## src/rtl/operand_bypass_if.sv

```systemverilog
// Operand bypass bus: forwarder select codes, register-file data, commit/load-return
// events in; final EX operands and load hazard status out.
interface operand_bypass_if #(
  parameter int XLEN = 32
);
  logic [1:0]      rs1_sel;
  logic [1:0]      rs2_sel;
  logic [XLEN-1:0] rf_rs1_data;
  logic [XLEN-1:0] rf_rs2_data;
  logic            res_valid;
  logic            res_is_load;
  logic [XLEN-1:0] res_data;
  logic            load_valid;
  logic [XLEN-1:0] load_data;
  logic            stall_in;
  logic [XLEN-1:0] rs1_fwd;
  logic [XLEN-1:0] rs2_fwd;
  logic            load_use_stall;
  logic            load_err;

  modport master (
    output rs1_sel, rs2_sel, rf_rs1_data, rf_rs2_data,
    output res_valid, res_is_load, res_data, load_valid, load_data, stall_in,
    input  rs1_fwd, rs2_fwd, load_use_stall, load_err
  );

  modport slave (
    input  rs1_sel, rs2_sel, rf_rs1_data, rf_rs2_data,
    input  res_valid, res_is_load, res_data, load_valid, load_data, stall_in,
    output rs1_fwd, rs2_fwd, load_use_stall, load_err
  );
endinterface

```

## src/rtl/operand_bypass_unit.sv

```systemverilog
// Two-deep write-result history (A newest, B older) feeding the EX operand mux,
// with pending-load tracking, same-cycle load bypass and load-use stall.
module operand_bypass_unit #(
  parameter int XLEN = 32
) (
  input logic           clk,
  input logic           rst_n,
  operand_bypass_if.slave bus
);

  logic [XLEN-1:0] a_data_reg, a_data_next;
  logic            a_pend_reg, a_pend_next;
  logic [XLEN-1:0] b_data_reg, b_data_next;
  logic            b_pend_reg, b_pend_next;
  logic            load_err_reg, load_err_next;

  logic            fill_a, fill_b, orphan_load, shift;
  logic [XLEN-1:0] a_data_filled, b_data_filled;
  logic            a_pend_filled, b_pend_filled;

  // Returning load data always resolves the oldest outstanding load first.
  assign fill_b      = bus.load_valid & b_pend_reg;
  assign fill_a      = bus.load_valid & ~b_pend_reg & a_pend_reg;
  assign orphan_load = bus.load_valid & ~b_pend_reg & ~a_pend_reg;
  assign shift       = bus.res_valid & ~bus.stall_in;

  assign a_data_filled = fill_a ? bus.load_data : a_data_reg;
  assign a_pend_filled = a_pend_reg & ~fill_a;
  assign b_data_filled = fill_b ? bus.load_data : b_data_reg;
  assign b_pend_filled = b_pend_reg & ~fill_b;

  // Fill is applied before the shift, so a filled A migrates into B resolved.
  always_comb begin
    a_data_next   = a_data_filled;
    a_pend_next   = a_pend_filled;
    b_data_next   = b_data_filled;
    b_pend_next   = b_pend_filled;
    load_err_next = load_err_reg | orphan_load;
    if (shift) begin
      b_data_next = a_data_filled;
      b_pend_next = a_pend_filled;
      if (bus.res_is_load) begin
        a_data_next = '0;
        a_pend_next = 1'b1;
      end else begin
        a_data_next = bus.res_data;
        a_pend_next = 1'b0;
      end
    end
  end

  always_ff @(posedge clk or negedge rst_n) begin
    if (!rst_n) begin
      a_data_reg   <= '0;
      a_pend_reg   <= 1'b0;
      b_data_reg   <= '0;
      b_pend_reg   <= 1'b0;
      load_err_reg <= 1'b0;
    end else begin
      a_data_reg   <= a_data_next;
      a_pend_reg   <= a_pend_next;
      b_data_reg   <= b_data_next;
      b_pend_reg   <= b_pend_next;
      load_err_reg <= load_err_next;
    end
  end

  logic [1:0]      sel_arr [2];
  logic [XLEN-1:0] rf_arr  [2];
  logic [XLEN-1:0] fwd_arr [2];
  logic [1:0]      stall_vec;

  assign sel_arr[0] = bus.rs1_sel;
  assign sel_arr[1] = bus.rs2_sel;
  assign rf_arr[0]  = bus.rf_rs1_data;
  assign rf_arr[1]  = bus.rf_rs2_data;

  for (genvar gi = 0; gi < 2; gi++) begin : g_opnd
    logic            hit_a, hit_b;
    logic [XLEN-1:0] a_view, b_view;

    assign hit_a  = (sel_arr[gi] == 2'd1);
    assign hit_b  = (sel_arr[gi] == 2'd2);
    // A slot being filled this cycle is seen through to the returning data.
    assign a_view = fill_a ? bus.load_data : a_data_reg;
    assign b_view = fill_b ? bus.load_data : b_data_reg;

    assign fwd_arr[gi]   = hit_a ? a_view : (hit_b ? b_view : rf_arr[gi]);
    assign stall_vec[gi] = (hit_a & a_pend_reg & ~fill_a) |
                           (hit_b & b_pend_reg & ~fill_b);
  end

  assign bus.rs1_fwd        = fwd_arr[0];
  assign bus.rs2_fwd        = fwd_arr[1];
  assign bus.load_use_stall = |stall_vec;
  assign bus.load_err       = load_err_reg;

endmodule

```

## src/flat_wrapper.sv

```systemverilog
// flat-port wrapper written by rule: the top's interface ports become plain ports
module operand_bypass_unit_flat 
#(
  parameter int XLEN = 32
)
  (clk, rst_n, bus_rs1_sel, bus_rs2_sel, bus_rf_rs1_data, bus_rf_rs2_data, bus_res_valid, bus_res_is_load, bus_res_data, bus_load_valid, bus_load_data, bus_stall_in, bus_rs1_fwd, bus_rs2_fwd, bus_load_use_stall, bus_load_err);
  operand_bypass_if #(.XLEN(XLEN)) bus_i ();
  input logic clk;
  input logic rst_n;
  input wire logic [$bits(bus_i.rs1_sel)-1:0] bus_rs1_sel;
  input wire logic [$bits(bus_i.rs2_sel)-1:0] bus_rs2_sel;
  input wire logic [$bits(bus_i.rf_rs1_data)-1:0] bus_rf_rs1_data;
  input wire logic [$bits(bus_i.rf_rs2_data)-1:0] bus_rf_rs2_data;
  input wire logic [$bits(bus_i.res_valid)-1:0] bus_res_valid;
  input wire logic [$bits(bus_i.res_is_load)-1:0] bus_res_is_load;
  input wire logic [$bits(bus_i.res_data)-1:0] bus_res_data;
  input wire logic [$bits(bus_i.load_valid)-1:0] bus_load_valid;
  input wire logic [$bits(bus_i.load_data)-1:0] bus_load_data;
  input wire logic [$bits(bus_i.stall_in)-1:0] bus_stall_in;
  output wire logic [$bits(bus_i.rs1_fwd)-1:0] bus_rs1_fwd;
  output wire logic [$bits(bus_i.rs2_fwd)-1:0] bus_rs2_fwd;
  output wire logic [$bits(bus_i.load_use_stall)-1:0] bus_load_use_stall;
  output wire logic [$bits(bus_i.load_err)-1:0] bus_load_err;
  assign bus_i.rs1_sel = bus_rs1_sel;
  assign bus_i.rs2_sel = bus_rs2_sel;
  assign bus_i.rf_rs1_data = bus_rf_rs1_data;
  assign bus_i.rf_rs2_data = bus_rf_rs2_data;
  assign bus_i.res_valid = bus_res_valid;
  assign bus_i.res_is_load = bus_res_is_load;
  assign bus_i.res_data = bus_res_data;
  assign bus_i.load_valid = bus_load_valid;
  assign bus_i.load_data = bus_load_data;
  assign bus_i.stall_in = bus_stall_in;
  assign bus_rs1_fwd = bus_i.rs1_fwd;
  assign bus_rs2_fwd = bus_i.rs2_fwd;
  assign bus_load_use_stall = bus_i.load_use_stall;
  assign bus_load_err = bus_i.load_err;
  operand_bypass_unit #(.XLEN(XLEN)) u_core (.clk(clk), .rst_n(rst_n), .bus(bus_i));
endmodule
```

## config.mk

```make
export PLATFORM = sky130hd
export DESIGN_NAME = operand_bypass_unit_flat
export DESIGN_NICKNAME = d
export VERILOG_FILES = /design/src/rtl/operand_bypass_if.sv /design/src/rtl/operand_bypass_unit.sv /design/src/flat_wrapper.sv
export SDC_FILE = /design/constraint.sdc
export NUM_CORES = 1
export LEC_CHECK = 0
export CORE_MARGIN = 1
export CORE_UTILIZATION = 31
export CTS_CLUSTER_SIZE = 24
export DETAILED_ROUTE_END_ITERATION = 10
export GPL_TIMING_DRIVEN = 1
export HOLD_SLACK_MARGIN = 0.08
export SLEW_MARGIN = 20
export SYNTH_ARGS = -nofsm -noshare
export SYNTH_HDL_FRONTEND = slang
export SYNTH_SLANG_ARGS = --single-unit
```

## constraint.sdc

```tcl
create_clock -name clk -period 2.5 [get_ports clk]
set_input_delay 0.25 -clock clk [delete_from_list [all_inputs] [get_ports clk]]
set_output_delay 0.25 -clock clk [all_outputs]
set_load 0.02 [all_outputs]
```

Word-level counts from Yosys, hierarchy flattened. Cells that the tools add are included.

Flip-flop bits (word level): 67. Output and inout bits: 66. Logic and storage cells: 45.

Equal/unequal tests: 4. Multiplexer cells: 12. Bitwise gates (word level): 23. Reduce and logical (&&, ||, !) cells: 1.

Operator list (number): 32-bit two-way mux (9); 1-bit AND (15); 1-bit inverter (5); 2-bit by 1-bit equality test with 1-bit output (second input constant) (2); 2-bit equality test (second input constant) (2); 1-bit two-way mux (3); 1-bit OR (3); 2-bit OR reduction (1).

Depth between registers and ports, before layout. Gate-level depths: netlist of run 1.

Word-level depth: 7. Gate-level depth with buffers: 5.

Least setup slack after synthesis of run 1. No wires, ideal clock.

Kind: register to output. From: register u_core.b_pend_reg. To: output port bus_rs1_fwd[10]. Arrival time: 1433 ps. Required time: 2250 ps. Slack: 817 ps. Cell stages (with the launch flop): 6. Buffers on the path: 2. Cells stage by stage: dfrtp_1 > nand3b_1 > buf_6 > buf_12 > mux2i_4 > o221ai_1.

Cells in the longest elaborated chain, start to end: 5.

RTL lines: start, declared (RTL line operand_bypass_unit.sv:14) `logic b_pend_reg, b_pend_next;`; start signal, assigned (RTL line operand_bypass_unit.sv:63) `b_pend_reg <= b_pend_next;`; 1-bit inverter (RTL line operand_bypass_unit.sv:23) `assign fill_a = bus.load_valid & ~b_pend_reg & a_pend_reg;`; 1-bit AND (2 in series) (RTL line operand_bypass_unit.sv:23); 32-bit two-way mux (RTL line operand_bypass_unit.sv:85) `assign a_view = fill_a ? bus.load_data : a_data_reg;`; 32-bit two-way mux (*) (RTL line operand_bypass_unit.sv:88) `assign fwd_arr[gi] = hit_a ? a_view : (hit_b ? b_view : rf_arr[gi]);`; end, declared (RTL line flat_wrapper.sv:20) `output wire logic [$bits(bus_i.rs1_fwd)-1:0] bus_rs1_fwd;`.

Mark *: on every way between the ends. The rest lies on a longest branch, timed or not.

Worst setup path in the final report of run 1.
From: register u_core.b_pend_reg. To: output port bus_rs2_fwd[3].

Cells in the longest elaborated chain, start to end: 5.

RTL lines: 1-bit inverter (RTL line operand_bypass_unit.sv:23); 1-bit AND (2 in series) (RTL line operand_bypass_unit.sv:23); 32-bit two-way mux (RTL line operand_bypass_unit.sv:85); 32-bit two-way mux (*) (RTL line operand_bypass_unit.sv:88); end, declared (RTL line flat_wrapper.sv:21) `output wire logic [$bits(bus_i.rs2_fwd)-1:0] bus_rs2_fwd;`.

Marked as above.

==> flow_metrics.py, run 1 <==
metrics = {
    "cells_and_area": {
        "nets": 772,
        "fin_cells": 815,
        "area_delta_synth_final_pct": 60.36,
        "final_core_util_pct": 51.92,
        "design_area_um2": 6984,
        "final_layout_size_suffix_gt1_share_pct": 14.24,
        "diodes": 0,
    },
    "route": {
        "drtIter0Drc": 270,
        "drc_errors": 0,
        "first_pass_iters": 5,
        "ant_nets": 0,
        "vias": 4592,
        "avgRoutedWirePerCell_um": 20.01,
        "postRouteWirelength_um": 16310,
        "viasPerCell": 5.634,
    },
    "cts": {
        "clockBufferDepth": 2,
        "cts-root-buf": "clkbuf_16",
        "clkTransAtPathRegs_ns": 0.05,
        "clock_latency_ns": 0.33,
        "clock_sinks": 67,
        "cts_hold_buf": 0,
        "cts_tree": "done",
        "cts_max_level": 3,
        "numCtsBuffers": 9,
    },
    "placed_design": {
        "port_buffers": 203,
        "gp_congestion": 0.8161,
        "dpl_cell_area_um2": 6756,
        "place_inst": 799,
        "place_ws_ns": -0.05444,
        "dpl.hpwl_um": 11640,
    },
    "synth": {
        "synth-simple-area-share_pct": 2.183,
        "ys_warn_count": 0,
        "synth_compound_area_share_pct": 28.21,
        "syn_avg_cell_area_um2": 10.20,
        "yosys_register_bits": 67,
        "netlist_area_um2": 4355,
        "syn_inst": 427,
        "synth_top_family_by_area": "compound AO/OA/AOI/OAI gates",
        "synthMuxAreaShare_pct": 25.25,
        "ys_types": 24,
        "synth_fa_ha_area_share_pct": 0,
        "synth_nets": 565,
        "synth-xor-area-share_pct": 0,
        "synth-seq-area-share_pct": 38.49,
    },
    "setup_path": {
        "end_kind": "output port",
        "path_cells": "nand3b_1 -> buf_12 -> mux2i_2 -> o221ai_1 -> dlygate4sd2_1",
        "rr_worst_depth": 5,
        "critical_path.top_delay_family": "buffers and inverters",
        "cp.arrival_ns": 2.09,
        "cp-start-kind": "flop",
        "critPathKind": "reg -> out",
        "r2r_start": "u_core.b_pend_reg$_DFF_PN0_",
        "crit_fanout": 16,
        "cpPeakStageDelay_ns": 0.41,
        "worst_path_max_delay_cell": "dfrtp_1",
        "r2r-end": "u_core.a_data_reg[31]$_DFF_PN0_",
        "reg2reg_slack_ns": 0.89,
        "crit_required_ns": 2.25,
        "crit_buf_inv": 2,
    },
    "floorplan": {
        "core_area_um2": 13450,
        "die_area_um2": 14530,
        "row_count": 42,
        "start_util_pct": 32.38,
        "die_h_um": 120.5,
        "fp.dieW_um": 120.5,
        "io_pins": 204,
    },
    "sta": {
        "fin_crit_sh_pct": 93.77,
        "tightest_slew_ns": 0.8573,
        "slew_violations": 0,
        "fmax_mhz": 426.6,
        "rsz0062_at_grt": "false",
        "setup_viol": 0,
        "fin_worst_skew_ns": 0.006826,
        "timing.slew.headroom_pct": 42.85,
        "hold_viol_final": 0,
        "worst_hold_slack_ns": 0.1036,
        "finalSetupTns_ns": 0,
        "min_period_ns": 2.344,
        "layout_setup_ws_ns": 0.1559,
    },
    "global_routing": {
        "grt.total_usage_pct": 22.58,
        "grt_pass1_vias": 4722,
        "grt-ovfl-total": 0,
        "grt_pass1_wl_um": 25270,
        "antenna_found_initial": 0,
        "grt_max_degree": 101,
    },
    "power_and_ir_drop": {
        "p_per_area_nw_per_um2": 609.7,
        "p_leak_nw": 3.160,
        "peakVddDrop_v": 0.0002560,
        "p_total_mw": 4.258,
    },
    "run_status": {
        "status": "finished clean",
    },
    "worst_hold_path": {
        "hp-class": "in -> async",
    },
    "run": {
        "maxCapViolations": 0,
    },
}
## cells by family after synthesis
group / Yosys count
flops: 67
compound gates: 196
buf+inv: 50
simple gates: 18
mux: 96
## Yosys cell counts
master    count  area [um2]
nand3_1       1       5.000
buf_1         1       3.750
mux2i_1      66       660.6
a21oi_1      64       320.3
nor2b_1       1       6.260
nor2_1        2       7.510
buf_12        3       60.06
clkbuf_1     37       138.9
inv_2         1       3.750
a32o_1        1       10.01
buf_2         6       30.03
buf_6         1       11.26
mux2i_2      27       371.6
o21ai_1       3       15.01
nand2b_1      6       37.54
mux2i_4       3       67.56
dfrtp_1      67        1677
o221ai_1     64       560.5
and2_1        2       12.51
buf_4         1       7.510
nand3b_1      1       7.510
o21ai_0      63       315.3
nand2_1       5       18.77
o21bai_1      1       7.510
## layout make-up
cell class,count,area (um2)
Fill cell,1314,6469
Multi-Input combinational cell,310,2439
Timing Repair Buffer,245,2337
Sequential cell,67,1677
Clock buffer,15,277.8
Tap cell,176,220.2
Clock inverter,1,30.03
Inverter,1,3.754
## layout by cell type, fill, tap and decap left out
cell type	netlist	routed
clkdlybuf4s50_1	0	138
dfrtp_1	67	67
mux2i_1	66	66
a21oi_1	64	64
o221ai_1	64	64
dlygate4sd2_1	0	64
o21ai_0	63	63
buf_4	1	36
mux2i_2	27	27
clkbuf_16	0	9
buf_12	3	6
nand2b_1	6	5
nand2_1	5	4
mux2i_4	3	3
o21ai_1	3	3
clkbuf_8	0	3
clkbuf_1	37	3
nor2_2	0	2
and2_1	2	2
nand3b_1	1	1
nand2b_4	0	1
inv_2	1	1
nand2_2	0	1
o21bai_1	1	1
nor2b_1	1	1
a32o_1	1	1
nand3_1	1	1
bufinv_16	0	1
buf_2	6	1
## report_power, final
| group | internal (mW) | total [mW] | switching (mW) |
|---|---|---|---|
| Sequential | 1.31 | 1.39 | 0.0794 |
| Combinational | 0.743 | 1.59 | 0.845 |
| Clock | 0.854 | 1.28 | 0.430 |
## per-layer routing
metal / up-vias / wire length [um] / share of wire (%) / global-route usage [%]
met3: 27 / 1244 / 7.6 / 5.425
met4: 0 / 323 / 2.0 / 7.716
li1: 2092 / - / - / -
met2: 203 / 8132 / 50 / 38.69
met5: - / 0 / 0 / 0
met1: 2270 / 6607 / 41 / 27.65
## repair_timing
item | in CTS | in global routing
resized for setup | 64 | 0
setup buffers | 0 | 0
setup endpoints to repair | 64 | 0
## worst max-delay path by stage
stage,slack (ns),start,endpoint,depth (start not counted)
after global routing,0.03,u_core.b_pend_reg$_DFF_PN0_,bus_rs2_fwd[8],5
final,0.16,u_core.b_pend_reg$_DFF_PN0_,bus_rs2_fwd[3],5
after floorplan,0.82,u_core.b_pend_reg$_DFF_PN0_,bus_rs1_fwd[10],5
after CTS,0.13,u_core.b_pend_reg$_DFF_PN0_,bus_rs1_fwd[9],5
after global placement,-0.03,bus_load_valid,bus_rs1_fwd[31],7
after detailed placement,-0.05,bus_load_valid,bus_rs2_fwd[31],7
Note: power is estimated with default switching activity, not from simulation.
==> run 2: changes to the inputs <==
--- a/config.mk
+++ b/config.mk
@@ -11,6 +11,7 @@
 export DETAILED_ROUTE_END_ITERATION = 10
 export GPL_TIMING_DRIVEN = 1
 export HOLD_SLACK_MARGIN = 0.08
+export SKIP_LAST_GASP = 1
 export SLEW_MARGIN = 20
 export SYNTH_ARGS = -nofsm -noshare
 export SYNTH_HDL_FRONTEND = slang
==> results of run 2 <==
No change in the layout: final DEF, timing and power equal those of run 1.
